===== config.mk =====
export PLATFORM = sky130hd
export DESIGN_NAME = cvxif_acc_coproc
export DESIGN_NICKNAME = d
export VERILOG_FILES = /design/src/rtl/cvxif_pkg.sv /design/src/rtl/cvxif_acc_decoder.sv /design/src/rtl/cvxif_acc_coproc.sv
export SDC_FILE = /design/constraint.sdc
export NUM_CORES = 1
export LEC_CHECK = 0
export CAP_MARGIN = 20
export CORE_ASPECT_RATIO = 0.75
export CORE_UTILIZATION = 44
export DETAILED_ROUTE_END_ITERATION = 12
export HOLD_SLACK_MARGIN = 0.1
export PLACE_DENSITY = 0.78
export SYNTH_ARGS = -nofsm -noshare
export SYNTH_HDL_FRONTEND = slang
export SYNTH_SLANG_ARGS = --single-unit

===== constraint.sdc =====
create_clock -name clk_i -period 2.94 [get_ports clk_i]
set_clock_uncertainty 0.15 [all_clocks]
set_input_delay 0.882 -clock clk_i [delete_from_list [all_inputs] [get_ports clk_i]]
set_output_delay 0.882 -clock clk_i [all_outputs]
set_load 0.005 [all_outputs]

===== src/rtl/cvxif_pkg.sv =====
// CV-X-IF channel typedefs plus the accelerator's op encodings and result-buffer entry.
package cvxif_pkg;

  localparam int unsigned XLEN        = 32;
  localparam int unsigned X_NUM_RS    = 2;
  localparam int unsigned X_ID_WIDTH  = 4;
  localparam int unsigned X_MEM_WIDTH = 32;

  localparam logic [6:0] OPCODE_CUSTOM3 = 7'b1111011;
  localparam logic [6:0] F7_ALU  = 7'd0;
  localparam logic [6:0] F7_CNOP = 7'd2;
  localparam logic [2:0] F3_CADD = 3'd0;
  localparam logic [2:0] F3_CSUB = 3'd1;
  localparam logic [2:0] F3_CXOR = 3'd2;
  localparam logic [2:0] F3_CNOP = 3'd0;

  typedef logic [X_ID_WIDTH-1:0] id_t;
  typedef logic [XLEN-1:0]       xlen_t;

  typedef struct packed {
    logic [15:0] instr;
    logic [1:0]  mode;
    id_t         id;
  } x_compressed_req_t;

  typedef struct packed {
    logic [31:0] instr;
    logic        accept;
  } x_compressed_resp_t;

  typedef struct packed {
    logic [31:0]                          instr;
    logic [1:0]                           mode;
    id_t                                  id;
    logic [X_NUM_RS-1:0][XLEN-1:0]        rs;
    logic [X_NUM_RS-1:0]                  rs_valid;
  } x_issue_req_t;

  typedef struct packed {
    logic accept;
    logic writeback;
    logic dualwrite;
    logic dualread;
    logic loadstore;
    logic exc;
  } x_issue_resp_t;

  typedef struct packed {
    id_t  id;
    logic commit_kill;
  } x_commit_t;

  typedef struct packed {
    id_t                    id;
    logic [31:0]            addr;
    logic [1:0]             mode;
    logic                   we;
    logic [1:0]             size;
    logic [X_MEM_WIDTH/8-1:0] be;
    logic [1:0]             attr;
    logic [X_MEM_WIDTH-1:0] wdata;
    logic                   last;
    logic                   spec;
  } x_mem_req_t;

  typedef struct packed {
    logic       exc;
    logic [5:0] exccode;
    logic       dbg;
  } x_mem_resp_t;

  typedef struct packed {
    id_t                    id;
    logic [X_MEM_WIDTH-1:0] rdata;
    logic                   err;
    logic                   dbg;
  } x_mem_result_t;

  typedef struct packed {
    id_t        id;
    xlen_t      data;
    logic [4:0] rd;
    logic       we;
    logic       exc;
    logic [5:0] exccode;
  } x_result_t;

  typedef struct packed {
    logic              x_compressed_valid;
    x_compressed_req_t x_compressed_req;
    logic              x_issue_valid;
    x_issue_req_t      x_issue_req;
    logic              x_commit_valid;
    x_commit_t         x_commit;
    logic              x_mem_ready;
    x_mem_resp_t       x_mem_resp;
    logic              x_mem_result_valid;
    x_mem_result_t     x_mem_result;
    logic              x_result_ready;
  } cvxif_req_t;

  typedef struct packed {
    logic               x_compressed_ready;
    x_compressed_resp_t x_compressed_resp;
    logic               x_issue_ready;
    x_issue_resp_t      x_issue_resp;
    logic               x_mem_valid;
    x_mem_req_t         x_mem_req;
    logic               x_result_valid;
    x_result_t          x_result;
  } cvxif_resp_t;

  typedef struct packed {
    logic       valid;
    id_t        id;
    logic [4:0] rd;
    xlen_t      data;
    logic       we;
    logic       committed;
    logic       killed;
  } acc_entry_t;

endpackage


===== src/rtl/cvxif_acc_decoder.sv =====
// Combinational decode and ALU for the CUSTOM3 accelerator ops.
module cvxif_acc_decoder
  import cvxif_pkg::*;
(
  input  logic [31:0]                   i_instr,
  input  logic [X_NUM_RS-1:0][XLEN-1:0] i_rs,
  output logic                          o_recognised,
  output logic                          o_writeback,
  output logic [XLEN-1:0]               o_data
);

  logic [6:0] w_opcode;
  logic [6:0] w_funct7;
  logic [2:0] w_funct3;
  logic       w_unused;

  assign w_opcode = i_instr[6:0];
  assign w_funct7 = i_instr[31:25];
  assign w_funct3 = i_instr[14:12];
  assign w_unused = ^{i_instr[24:15], i_instr[11:7]};

  always_comb begin
    o_recognised = 1'b0;
    o_writeback  = 1'b0;
    o_data       = '0;
    if (w_opcode == OPCODE_CUSTOM3) begin
      if (w_funct7 == F7_ALU) begin
        case (w_funct3)
          F3_CADD: begin
            o_recognised = 1'b1;
            o_writeback  = 1'b1;
            o_data       = i_rs[0] + i_rs[1];
          end
          F3_CSUB: begin
            o_recognised = 1'b1;
            o_writeback  = 1'b1;
            o_data       = i_rs[0] - i_rs[1];
          end
          F3_CXOR: begin
            o_recognised = 1'b1;
            o_writeback  = 1'b1;
            o_data       = i_rs[0] ^ i_rs[1];
          end
          default: ;
        endcase
      end else if (w_funct7 == F7_CNOP && w_funct3 == F3_CNOP) begin
        o_recognised = 1'b1;
      end
    end
  end

endmodule


===== src/rtl/cvxif_acc_coproc.sv =====
// CV-X-IF accelerator: issues CUSTOM3 ALU ops into an in-order result buffer,
// tracks commit/kill per entry, and returns committed results in issue order.
module cvxif_acc_coproc
  import cvxif_pkg::*;
#(
  parameter int DEPTH = 4
) (
  input  logic        clk_i,
  input  logic        rst_ni,
  input  cvxif_req_t  cvxif_req_i,
  output cvxif_resp_t cvxif_resp_o
);

  localparam int PTR_W = (DEPTH > 1) ? $clog2(DEPTH) : 1;
  localparam int CNT_W = $clog2(DEPTH + 1);

  acc_entry_t       r_buf [DEPTH];
  logic [PTR_W-1:0] r_head;
  logic [PTR_W-1:0] r_tail;
  logic [CNT_W-1:0] r_count;

  logic        w_recognised;
  logic        w_writeback;
  xlen_t       w_data;
  logic        w_issue_ready;
  logic        w_push;
  logic        w_pop;
  logic        w_result_valid;
  acc_entry_t  w_head;
  acc_entry_t  w_new_entry;
  logic        w_unused;

  cvxif_acc_decoder u_decoder (
    .i_instr      (cvxif_req_i.x_issue_req.instr),
    .i_rs         (cvxif_req_i.x_issue_req.rs),
    .o_recognised (w_recognised),
    .o_writeback  (w_writeback),
    .o_data       (w_data)
  );

  // Unrecognised instructions are always acknowledged (and rejected) so the core never stalls on them.
  assign w_issue_ready = !w_recognised ||
                         ((r_count < CNT_W'(DEPTH)) && (cvxif_req_i.x_issue_req.rs_valid[1:0] == 2'b11));
  assign w_push = cvxif_req_i.x_issue_valid && w_issue_ready && w_recognised;

  assign w_head         = r_buf[r_head];
  assign w_result_valid = w_head.valid && w_head.committed && !w_head.killed;
  // A killed head leaves without a handshake so it never blocks younger results.
  assign w_pop = (w_result_valid && cvxif_req_i.x_result_ready) ||
                 (w_head.valid && w_head.committed && w_head.killed);

  always_comb begin
    w_new_entry           = '0;
    w_new_entry.valid     = 1'b1;
    w_new_entry.id        = cvxif_req_i.x_issue_req.id;
    w_new_entry.rd        = cvxif_req_i.x_issue_req.instr[11:7];
    w_new_entry.data      = w_data;
    w_new_entry.we        = w_writeback;
  end

  always_ff @(posedge clk_i or negedge rst_ni) begin
    if (!rst_ni) begin
      for (int i = 0; i < DEPTH; i++) begin
        r_buf[i] <= '0;
      end
      r_head  <= '0;
      r_tail  <= '0;
      r_count <= '0;
    end else begin
      if (cvxif_req_i.x_commit_valid) begin
        for (int i = 0; i < DEPTH; i++) begin
          if (r_buf[i].valid && (r_buf[i].id == cvxif_req_i.x_commit.id)) begin
            r_buf[i].committed <= 1'b1;
            r_buf[i].killed    <= cvxif_req_i.x_commit.commit_kill;
          end
        end
      end
      // Push and pop never target the same slot: push needs count<DEPTH, pop needs count>0.
      if (w_push) begin
        r_buf[r_tail] <= w_new_entry;
        r_tail        <= r_tail + PTR_W'(1);
      end
      if (w_pop) begin
        r_buf[r_head].valid <= 1'b0;
        r_head              <= r_head + PTR_W'(1);
      end
      case ({w_push, w_pop})
        2'b10:   r_count <= r_count + CNT_W'(1);
        2'b01:   r_count <= r_count - CNT_W'(1);
        default: ;
      endcase
    end
  end

  always_comb begin
    cvxif_resp_o                        = '0;
    cvxif_resp_o.x_compressed_ready     = 1'b1;
    cvxif_resp_o.x_issue_ready          = w_issue_ready;
    cvxif_resp_o.x_issue_resp.accept    = w_recognised;
    cvxif_resp_o.x_issue_resp.writeback = w_writeback;
    cvxif_resp_o.x_result_valid         = w_result_valid;
    cvxif_resp_o.x_result.id            = w_head.id;
    cvxif_resp_o.x_result.data          = w_head.data;
    cvxif_resp_o.x_result.rd            = w_head.rd;
    cvxif_resp_o.x_result.we            = w_head.we;
  end

  assign w_unused = ^{cvxif_req_i.x_compressed_valid, cvxif_req_i.x_compressed_req,
                      cvxif_req_i.x_issue_req.mode, cvxif_req_i.x_mem_ready,
                      cvxif_req_i.x_mem_resp, cvxif_req_i.x_mem_result_valid,
                      cvxif_req_i.x_mem_result};

endmodule

### After elaboration in Yosys (flattened, before gate mapping)

Index checks and enable logic that the tools add are counted.

* flip-flop bits (word level): 187
* input bits: 185
* output and inout port bits: 173
* word-level logic and storage cells: 107

* add/sub/neg operators: 6
* order comparisons: 5
* equality and inequality tests: 11
* mux-type cells: 29
* bitwise operators: 3
* reduce and logical (&&, ||, !) cells: 22

Operators by type and width (number)
* $bwmux 180: 2
* $mux 180: 2
* $demux 45 s2: 2
* $mux 45: 4
* $pmux 32 s3: 1
* $bmux 45 s2: 1
* $mux 32: 2
* $add 32x32->32: 1
* $sub 32x32->32: 1
* $xor 32x32->32: 1
* $eq 4x4->1: 4
* $mux 2: 8
* $logic_and 1x1->1: 14
* $eq 7x2->1 const B: 1
* $eq 7x7->1 const B: 1
* $logic_not 7->1: 1
* $ge 3x3->1 const B: 2
* $lt 3x1->1 const B: 2
* $mux 1: 6
* $not 2->3: 2
* $pmux 3 s2: 1
* $add 2x1->2 const B: 2
* $eq 2x2->1 const B: 2
* $add 3x1->3 const B: 1
* 10 further kinds: 12

### Logic depth before layout (Yosys ltp)

* word-level depth: 12
* depth in mapped cells: 17
* depth with buffers taken out: 16

### By module

Synthesis repeated with hierarchy kept, for this count alone.

* cells, all modules: 1091
* area, all modules: 12326.8 µm²

Modules (own cells, without submodules)
* cvxif_acc_coproc: times used 1, cells an instance 660, area each 9399.0 µm², sequential area each 4679.5 µm²
* cvxif_acc_decoder: times used 1, cells an instance 431, area each 2927.8 µm², sequential area each 0.0 µm²

### Worst setup path after synthesis

No wires, ideal clock.

* path kind: input -> register
* start point: in cvxif_req_i[141] in the netlist's numbering
* end point: reg (tool-made name)
* library setup time: 129 ps
* arrival: 4236 ps
* data required time: 2661 ps
* path slack: -1576 ps
* stages: 16
* buffers on the path: 3
* cell sequence: nor2_1 and2_1 clkbuf_1 buf_1 a21oi_1 xnor2_1 ha_1 buf_2 nand4_2 nor3_2 o211a_1 nor4_2 or4_4 a31o_1 a32oi_4 o21ai_2

RTL lines
* start: declaration: line cvxif_acc_coproc.sv:10 `input cvxif_req_t cvxif_req_i,`

==> metrics.txt <==
grt peak-use layer=met2; die extent in x=197 um; 1st-iter DRT viols=between 1000 and 1500; post-route minimum period=4290 ps; Final Max Slew Viols=0; die area=29300 um^2; TritonRoute pass-1 iters=8; fillcell total=2071; cell taking the most area after synthesis=dfrtp_1; FF-to-FF Start=r_head[0]; leak pwr=between 8 and 9 nW; post-route setup TNS=-96940 ps; critical path arrival=4460 ps; clock-pin slew on the worst setup and hold paths=roughly 70 ps; FF-to-FF setup slack=~210 ps; reg-to-reg endpoint=r_count[2]; initial antenna violation count=1; startpoint types=input port; total I/O pin count=358; Clock Tree Buf Depth=2; synth warn=0; global-route usage over all layers=0.277; critical path class=input port to flip-flop; area grow syn2layout=42.6%; Reg2Reg Depth=14; FFs w/ async S/R, synth=1.00; PD cells=441 nW/um^2; Num CTS Buffers=17; DRC viols=0; worst rel slew slack=0.577; initial cell density of the core=0.448; Synth cell types=between 60 and 70; Post-Synthesis Cells=around 1400; Synth Register Bits=about 190; Root Buffer=clkbuf_16; top cells by area, synth=dfrtp_1 37%, nand2_1 8.2%, buf_4 7.9%; Setup violations, final=134; Hold WS=around 270 ps; synthesized area per cell=8.96 um^2; gr ovfl total=0; first-pass GRT wire length=roughly 64 mm; outcome=finished, violations left; routed vias=between 10000 and 15000; port buffer count=147; core area=28100 um^2; drt wl/cell=roughly 19 um; Max Fanout on Critical Path=4; Die H=149 um; post-synthesis sequential area ratio=0.371; CP startpoint=cvxif_req_i[101]; vias in the first global route=between 10000 and 15000; Routed Wire Length=between 40 and 50 mm; largest net degree at the start of global routing=65; CTS tree=done; met3 track demand over resource=0.0467; failing checks=setup timing; Max-Cap Viols=0; Multi-input gate area=~8200 um^2; FF/Latch Area=about 4700 um^2; main flop type after synthesis=dfrtp_1; mapped cell area=~13000 um^2; Max Fclk=roughly 230 MHz; met1 Usage GRT=0.381; clk sink count=about 190; HPWL after DPL=approximately 29 mm; fin crit share=1.46; final hold violation count=0; endpoint type of the worst setup path=flip-flop; Yosys top cell area share=0.371; EDFF count, synth=0; met2 Resource Use GR=0.449; worst setup margin=-1350 ps; Worst EP required=about 3100 ps; routability cong.=about 0.97; Final ANT Viol Nets=0; Peak VDD IR=~0.49 mV; share of layout cells above drive strength 1=0.361; Min-Delay Path Class=input port to async pin; Via density=around 5.6; fin nets=roughly 2000; Worst-Skew Late Latency=between 400 and 500 ps; worst slew pin tran=about 630 ps; H-tree depth=4; unrepaired setup endpoints after global routing=true; floorplan row count=between 50 and 60
-- layout make-up --
class | instances | share of cell area
Multi-Input combinational cell | 1113 | 0.454
Timing Repair Buffer | 452 | 0.221
Clock inverter | 12 | 0.00494
Clock buffer | 20 | 0.0254
Antenna cell | 1 | 0.000139
Inverter | 34 | 0.00724
Tap cell | 385 | 0.0268
Sequential cell | 187 | 0.261
-- metrics by stage --
| stage | cells | utilization | cell area, um^2 | setup WS [ps] | power (mW) |
|---|---|---|---|---|---|
| finish | 2204 | 0.639 | 18000 | -1350 | 7.92 |
| global route | 2203 | 0.639 | 18000 | -1470 | 8.24 |
| CTS | 2186 | 0.623 | 17500 | -1230 | 7.77 |
| detailed placement | 2102 | 0.569 | 16000 | -2100 | 4.89 |
| global placement | 2102 | 0.569 | 16000 | -1970 | 4.85 |
| floorplan | 1531 | - | 13400 | -1290 | 4.06 |
-- layout by cell type (no fill, tap or decap), types with 8 or more instances in the layout --
cell type        Yosys  routed
inv_1               34      29
nor2_4               0      11
dfrtp_1            187     185
o21ai_0             69      26
nor2_1             116     101
o211ai_1             9       9
clkbuf_16            0      17
a31oi_1             20      17
o21ai_2              4      29
nor3_1              22      14
buf_12               0      19
xnor2_1             38      34
conb_1               2     127
clkdlybuf4s50_1      0      71
a21o_1              11       9
dlygate4sd2_1        0      11
a21oi_1             57      27
nand2_1            277     262
buf_4              133     244
mux2_4               0       8
buf_6                2      51
and3_4               0       9
xor2_1              46      43
nand3_1             13      11
a21oi_2              0      24
clkbuf_2             0      14
buf_2               16      32
mux4_2              43      43
nand2_2              0      12
nand4_1             14      14
mux2_2              16       8
o21ai_1             33      46
ha_1                41      36
-- metal layers --
| metal | up-vias | wire (um) |
|---|---|---|
| li1 | 5433 | - |
| met2 | 672 | 20700 |
| met4 | 0 | 1160 |
| met1 | 6048 | 17400 |
| met3 | 117 | 3570 |
| met5 | - | 0 |
-- worst min-delay path by stage --
stage / start / endpoint / slack, ps / depth (start not counted)
after global placement: flip-flop / flip-flop / 290 / 2
after floorplan: flip-flop / flip-flop / 280 / 2
after detailed placement: flip-flop / flip-flop / 300 / 2
after global routing: rst_ni / async pin / 330 / 1
after CTS: rst_ni / async pin / 310 / 1
final: rst_ni / async pin / 270 / 1
-- critical path, stage by stage --
cell and delay [ps]:
buf_6 90, or4_4 570, nor3_4 160, buf_4 140
and2_4 170, nor2_4 40, xnor2_2 130, ha_1 350
buf_6 140, a21o_1 200, a21oi_2 170, o21bai_2 120
or3_1 350, or3_1 320, a32oi_1 230, nor2_2 110
mux2_4 270
-- cells in the mapped netlist (3+ instances only) --
library cell,count
o21ai_2,4
buf_1,6
a31oi_1,20
nand4_1,14
a22oi_1,10
inv_1,34
xnor2_1,38
or3_1,12
clkbuf_1,41
o21a_1,6
o31ai_1,6
nor3_1,22
xor2_1,46
a211o_1,3
dfrtp_1,187
a32oi_1,12
a222oi_1,3
and3_1,11
o22ai_1,5
a21oi_1,57
and4_1,6
o21ai_1,33
a211oi_1,3
mux4_2,43
o21ai_0,69
a31o_1,6
a21o_1,11
buf_2,16
nor2b_1,4
nor4_1,5
nand3_1,13
mux2_2,16
nor2_1,116
or4_1,3
o21bai_1,5
and2_1,12
mux2i_1,6
ha_1,41
o211ai_1,9
buf_4,133
nand2_1,277
nand2b_1,8
-- kinds of logic after synthesis --
| kind of cell | count (synthesis) | synth area share |
|---|---|---|
| flops | 187 | 0.371 |
| other cells | 2 | 0.000596 |
| buf+inv | 232 | 0.111 |
| fa+ha+maj | 44 | 0.0447 |
| xor+xnor | 84 | 0.0584 |
| mux | 65 | 0.0959 |
| simple gates | 516 | 0.180 |
| compound gates | 276 | 0.138 |
-- where the power goes --
group | internal, mW | total, mW | switching, mW
clock | 1.14 | 2.16 | 1.03
combinational | 1.59 | 3.10 | 1.51
sequential | 2.61 | 2.66 | 0.0465
total | 5.33 | 7.92 | 2.59
-- what timing repair did --
item,4_1_cts,5_1_grt
pin swaps,117,82
cloned,7,0
setup buffers,51,33
hold buffers,0,0
endpoints found under the setup margin,214,188
resized for setup,382,135
Note: power is estimated with default switching activity, not from simulation.
